## src/rtl/ai_op_sequencer.sv

```systemverilog
// Sequences one multi-cycle AI op at a time: accept -> start pulse -> wait for done -> one writeback.
// The start pulse comes one cycle after accept and writeback one cycle after done; the pipeline is stalled from accept until done, and a flush drains the unit without a writeback.
module ai_op_sequencer #(
  parameter int                  OPW     = 3,
  parameter logic [(1<<OPW)-1:0] MC_MASK = 8'b0000_0010,
  parameter int                  TIMEOUT = 64
) (
  input  logic           clk,
  input  logic           reset,
  input  logic           req_valid,
  input  logic [OPW-1:0] req_opcode,
  input  logic [4:0]     req_rd,
  input  logic           flush,
  input  logic           unit_done,
  input  logic [31:0]    unit_result,
  output logic           unit_start,
  output logic           stall,
  output logic           busy,
  output logic           wb_valid,
  output logic [4:0]     wb_rd,
  output logic [31:0]    wb_data,
  output logic           timeout_err
);

  localparam int             CW       = $clog2(TIMEOUT + 1);
  localparam logic [CW-1:0]  CNT_LAST = CW'(TIMEOUT - 1);

  typedef enum logic [2:0] {
    S_IDLE,
    S_START,
    S_WAIT,
    S_DONE,
    S_DRAIN
  } state_e;

  state_e        state_q, state_d;
  logic [CW-1:0] cnt_q, cnt_d;
  logic [4:0]    rd_q, rd_d;
  logic [4:0]    wb_rd_q, wb_rd_d;
  logic [31:0]   wb_data_q, wb_data_d;
  logic          unit_start_q, unit_start_d;
  logic          wb_valid_q, wb_valid_d;
  logic          timeout_err_q, timeout_err_d;
  logic          accept;
  logic          timeout_hit;

  always_comb begin
    state_d       = state_q;
    cnt_d         = cnt_q;
    rd_d          = rd_q;
    wb_rd_d       = wb_rd_q;
    wb_data_d     = wb_data_q;
    timeout_err_d = timeout_err_q;
    accept        = (state_q == S_IDLE) && req_valid && MC_MASK[req_opcode] && !flush;
    timeout_hit   = (cnt_q == CNT_LAST);

    case (state_q)
      S_IDLE: begin
        if (accept) begin
          rd_d    = req_rd;
          state_d = S_START;
        end
      end
      S_START: begin
        cnt_d = '0;
        if (flush) begin
          state_d = S_DRAIN;
        end else if (unit_done) begin
          wb_data_d = unit_result;
          wb_rd_d   = rd_q;
          state_d   = S_DONE;
        end else begin
          state_d = S_WAIT;
        end
      end
      S_WAIT: begin
        cnt_d = cnt_q + CW'(1);
        // Flush wins over a same-cycle done: the op is squashed either way.
        if (flush) begin
          state_d = S_DRAIN;
        end else if (unit_done) begin
          wb_data_d = unit_result;
          wb_rd_d   = rd_q;
          state_d   = S_DONE;
        end else if (timeout_hit) begin
          timeout_err_d = 1'b1;
          state_d       = S_IDLE;
        end
      end
      S_DONE: begin
        state_d = S_IDLE;
      end
      S_DRAIN: begin
        // The watchdog budget keeps running across WAIT and DRAIN.
        cnt_d = cnt_q + CW'(1);
        if (unit_done) begin
          state_d = S_IDLE;
        end else if (timeout_hit) begin
          timeout_err_d = 1'b1;
          state_d       = S_IDLE;
        end
      end
      default: begin
        state_d = S_IDLE;
      end
    endcase

    unit_start_d = (state_d == S_START);
    wb_valid_d   = (state_d == S_DONE);
  end

  always_ff @(posedge clk or posedge reset) begin
    if (reset) begin
      state_q       <= S_IDLE;
      cnt_q         <= '0;
      rd_q          <= '0;
      wb_rd_q       <= '0;
      wb_data_q     <= '0;
      unit_start_q  <= 1'b0;
      wb_valid_q    <= 1'b0;
      timeout_err_q <= 1'b0;
    end else begin
      state_q       <= state_d;
      cnt_q         <= cnt_d;
      rd_q          <= rd_d;
      wb_rd_q       <= wb_rd_d;
      wb_data_q     <= wb_data_d;
      unit_start_q  <= unit_start_d;
      wb_valid_q    <= wb_valid_d;
      timeout_err_q <= timeout_err_d;
    end
  end

  assign unit_start  = unit_start_q;
  assign stall       = accept || (state_q == S_START) || (state_q == S_WAIT);
  assign busy        = (state_q != S_IDLE);
  assign wb_valid    = wb_valid_q;
  assign wb_rd       = wb_rd_q;
  assign wb_data     = wb_data_q;
  assign timeout_err = timeout_err_q;

endmodule

```

## config.mk

```make
export PLATFORM = sky130hd
export DESIGN_NAME = ai_op_sequencer
export DESIGN_NICKNAME = d
export VERILOG_FILES = /design/src/rtl/ai_op_sequencer.sv
export SDC_FILE = /design/constraint.sdc
export NUM_CORES = 1
export LEC_CHECK = 0
export CAP_MARGIN = 25
export CORE_MARGIN = 2
export CORE_UTILIZATION = 40
export DETAILED_ROUTE_END_ITERATION = 10
export HOLD_SLACK_MARGIN = 0.08
export PLACE_DENSITY = 0.79
export SLEW_MARGIN = 20
export SYNTH_ARGS = -nofsm -noshare
export SYNTH_HDL_FRONTEND = slang
export SYNTH_SLANG_ARGS = --single-unit
```

## constraint.sdc

```tcl
create_clock -name clk -period 3.4 [get_ports clk]
set_input_delay 0.68 -clock clk [delete_from_list [all_inputs] [get_ports clk]]
set_output_delay 0.68 -clock clk [all_outputs]
set_load 0.005 [all_outputs]
```

# [After elaboration in Yosys (flattened, before gate mapping)]
# Memories as Yosys holds them, arrays and structs flattened.
# Cells that the tools add are included.
[classes] addsub=1 n_lt_le_gt_ge=1 eq_ne=7 n_mux=14 bitwise=1 reduce_logical=15
[ops] op="$mux 3" n=6
[ops] op="$pmux 7 s2" n=1
[ops] op="$pmux 3 s4" n=1
[ops] op="$add 7x1->7 const B" n=1
[ops] op="$eq 7x6->1 const B" n=1
[ops] op="$eq 3x1->1 const B" n=2
[ops] op="$eq 3x2->1 const B" n=2
[ops] op="$mux 1" n=5
[ops] op="$lt 3x4->1 const B" n=1
[ops] op="$reduce_and 2->1" n=2
[ops] op="$reduce_bool 2->1" n=2
[ops] op="$reduce_or 2->1" n=2
[ops] op="$eq 3x3->1 const B" n=1
[ops] op="$logic_and 1x1->1" n=3
[ops] op="$logic_not 3->1" n=1
[ops] op="$reduce_and 3->1" n=1
[ops] op="$reduce_bool 3->1" n=1
[ops] op="$logic_or 1x1->1" n=2
[ops] op="$ne 2x2->1 const B" n=1
[ops] op="$pmux 1 s2" n=1
[ops] op="$logic_not 1->1" n=1
[ops] op="$not 1->1" n=1
[word_totals] register_bits=55 romBits=8 input_bits=45 mem_count=1
[mem_list] memory="(no name shown)" words=8 width=1 read_ports=1 rd_ports_with_merged_regs=0 write_ports=0 line_no="54" source="accept = (state_q == S_IDLE) && req_valid && MC_MASK[req_opcode] && !flush;"

# [Logic depth before layout (Yosys ltp)]
[depth] depth_word=7 mapped_depth=5 mapped_depth_nobuf=4

# [Worst setup path after synthesis]
# Ideal clock, no wire load.
[synth_path] path_type="in2out" startpoint="input port req_opcode[1]" endpoint="output port stall" arrival_time_ps=1368 required_ps=2720 setup_slack_ps=1352 stages=3 path_cell_list="nor4bb_1 a211oi_1 a211oi_1"
[synth_via] elab_chain_cells=6
[synth_rtl] element="from (decl)" line_no="11" source="input logic [OPW-1:0] req_opcode,"
[synth_rtl] element="$mem_v2 8x1"
[synth_rtl] element="$mux 1 (implied by the code)" line_no="54"
[synth_rtl] element="$logic_and 1x1->1 (2 in series)" line_no="54"
[synth_rtl] element="$logic_or 1x1->1 (2 in series)" line_no="135" source="assign stall = accept || (state_q == S_START) || (state_q == S_WAIT);"
[synth_rtl] element="to (decl)" line_no="17" source="output logic stall,"
# No other way between the ends. The select of a mux whose other input is x is not followed.

# [Worst setup path after layout]
[layout_path] startpoint="input port req_opcode[0]" endpoint="output port stall"
# The elaborated chain is that of the path after synthesis.

==> impl_results.md <==
- Outcome: finished, final reports clean
- HPWL after DPL: 3.259 mm
- Final Non-Filler Cells: 324
- Register area share after synthesis: 59.88%
- Placeable Area: 5540 sq um
- Sequential power share: 46.0%
- Worst-Margin Slew: 0.6628 ns
- CTS H-tree lvls: 2
- Diodes inserted: 0
- Slew Limit Fails: 0
- Clock Tree Root: clkbuf_8
- # nets final: between 200 and 300
- Remaining Overflow, GRT: 0
- I/O pins: 87
- Final setup violation count: 0
- Main flop type after synthesis: dfrtp_1
- Post CTS Setup Buffer Count: 0
- Drt wl/cell: between 10 and 15 microns
- Residual DRC: 0
- CP Class: in2out
- Post-route ant nets: 0
- CTS clk-pin slew, worst paths: 0.09 ns
- Largest net degree at the start of global routing: 56
- Count of cell types in the netlist: 34
- Total GRT Usage: 15.11%
- Synth Area in Compound Gates: 7.676%
- Crit. End Element: output pin
- Syn Nets: 209
- Hold-critical path depth: 1
- Final WL: 4.472 mm
- CTS Buf Count: 5
- RSZ-0062 raised after global routing: no
- Skew-Pair Late Insertion Delay: 0.30 ns
- Sw frac: 25.72%
- Post-route setup TNS: 0 ns
- Cells after DPL: 316
- Leak pwr: 1.437 nW
- Port Buf Inserts: 86
- VDD IR-drop max: 0.0003730 V
- Maximum clock path buffer count: 2
- Cell Rows: 27
- Hold_ws: 0.4759 ns
- Drt first pass iters: 4
- Vias: roughly 1,600
- Initial antenna violation count: 0
- Fmax: 316.0 MHz
- Vias in the first global route: 1,605
- Reg2reg path depth: 4
- Clock sink total: 55
- 1st-iter DRT viols: 50
- Die area: 6369 sq um
- Final Critical Period: 3.165 ns
- Die W: between 70 and 80 microns
- Die Y: 79.81 microns
- First-pass GRT wire length: 7.458 mm
- CP Max Fanout: 2
- Rel. slew slack: 55.81%
- # resized after CTS: 0
- Share of post-route cells with drive strength above 1: 20.24%
- Worst setup skew after layout: 0.008077 ns
- Number of synthesized flops with an enable pin: 0
- Yosys warns: 0
- Arrival time at the worst endpoint: around 2.5 ns
- Crit path required time: 2.72 ns
- Net Switching: 0.5707 mW
- Mux contribution to synthesized area: 21.07%
- Max Cap Viol: 0
- Simple-gate share of the synthesized area: 7.077%
- Clock share of power: 16.8%
- GP Congestion: 0.8099
- Adder-Cell Fraction of Synth Area: less than 1%
- Hold_buf cts: 0
- Seq cells post-synth: 55
- PD cells: about 670 nW/um^2
- Number of cells produced by synthesis: 163
- Avg Synthesized Cell Area: 14.10 sq um
- Initial core utilization: approximately two fifths
- Post-Synth XOR/XNOR Area: 0.7621%
- Main combinational cell family by area after synthesis: multiplexers
- Vias per cell: 5.056
- Area grow syn2layout: 44.09%
- Period utilization: 93.08%
- Area of the mapped netlist: 2298 sq um
- HP Class: reg2reg
- CTS tree: built
- Comb power frac: 37.3%
- Post-synth ARST share: between 90% and 100%
- Internal Power: 1.648 mW
- Hold Vio Cnt, Final: 0
- Startpoint types: primary input
-- state kept, by name, summed over array words and instances (netlist names) --
signal,count
wb_rd,5
wb_data,32
wb_valid,1
timeout_err,1
rd_q,5
state_q,3
cnt_q,7
unit_start,1
-- cell usage in the layout, fill, tap and decap left out --
cell type	instances
clkdlybuf4s50_1	86
dfrtp_1	55
mux2_2	33
a21oi_1	11
mux2_1	10
nor2_1	6
a211oi_1	6
clkbuf_8	6
a31oi_1	3
buf_4	3
and3b_1	2
inv_1	2
or2_2	2
a311oi_1	2
nor2b_1	2
nand2_1	2
nand3b_1	2
xor2_1	1
and3_2	1
and4_1	1
a31o_2	1
or3_4	1
nor4bb_1	1
nor3b_4	1
xnor2_1	1
nor3b_1	1
nand2b_1	1
o311ai_0	1
a211o_1	1
and3_1	1
a41oi_1	1
o21ai_0	1
inv_2	1
ha_1	1
clkinv_2	1
inv_6	1
-- layer usage --
metal / part of all wire, % / GRT usage, %
met4: 1.7 / 5.085
met1: 40 / 17.68
met3: 9.8 / 6.448
met5: 0 / 0
met2: 48 / 24.96
-- kinds of logic (layout without fill, tap and decap cells) --
group           count (synthesis)  after routing
fa+ha+maj                       1              1
compound gates                 27             27
simple gates                   24             24
flops                          55             55
xor+xnor                        2              2
mux                            43             43
buf+inv                        11            100
-- cells in the mapped netlist, drive strengths merged (2+ instances only) --
| master | instances | area (sq um) |
|---|---|---|
| and3 | 2 | 12.51 |
| nor2 | 6 | 22.52 |
| nand2 | 2 | 7.510 |
| inv | 3 | 11.26 |
| dfrtp | 55 | 1376 |
| mux2 | 43 | 484.2 |
| and3b | 2 | 17.52 |
| a311oi | 2 | 17.52 |
| clkbuf | 3 | 11.26 |
| nor2b | 2 | 12.51 |
| a31oi | 3 | 18.77 |
| or2 | 2 | 12.51 |
| a211oi | 6 | 45.04 |
| buf | 5 | 46.28 |
| a21oi | 11 | 55.05 |
| nand3b | 2 | 15.01 |
| nor3b | 2 | 26.28 |
-- worst max-delay path, stage by stage --
cell	delay, ns
clkdlybuf4s50_1	0.44
nor4bb_1	0.37
buf_4	0.18
a211oi_1	0.06
a211oi_1	0.21
clkdlybuf4s50_1	0.54
-- path summary, 6_finish.rpt --
kind                               start           to  slack, ns
max in group asynchronous          reset     cnt_q[1]       2.07
setup reg to reg              state_q[1]   wb_data[3]       1.38
hold reg to reg              timeout_err  timeout_err       0.48
setup / recovery           req_opcode[0]        stall       0.24
min in group asynchronous          reset  wb_data[11]       0.90
hold / removal               timeout_err  timeout_err       0.48
-- metrics by stage --
stage / power [mW] / area [sq um] / setup slack, ns / utilization, %
3_5_place_dp: 1.877 / 3216 / 0.1927 / 58.04
3_3_place_gp: 1.844 / 3216 / 0.1780 / 58.04
4_1_cts: 2.258 / 3312 / 0.1922 / 59.78
5_1_grt: 2.377 / 3312 / 0.08200 / 59.78
2_1_floorplan: 1.327 / 2298 / 1.352 / -
6_report: 2.219 / 3312 / 0.2354 / 59.78
-- area by class of cell --
cell class | count | area, sq um
fillers | 476 | 2228
flip-flops and latches | 55 | 1376
repair buffers | 89 | 883.3
multi-input cells | 97 | 854.6
well taps | 72 | 90.09
clock buffers | 6 | 82.58
clock inverters | 2 | 13.76
inverters | 3 | 11.26
-- power groups by stage --
stage	registers [mW]	logic [mW]	clock network [mW]
floorplan	1.04	0.287	0
global placement	1.02	0.820	0
detailed placement	1.04	0.838	0
CTS	1.03	0.842	0.390
global route	1.06	0.900	0.422
finish	1.02	0.827	0.372
Power figures use the tool's default switching activity.
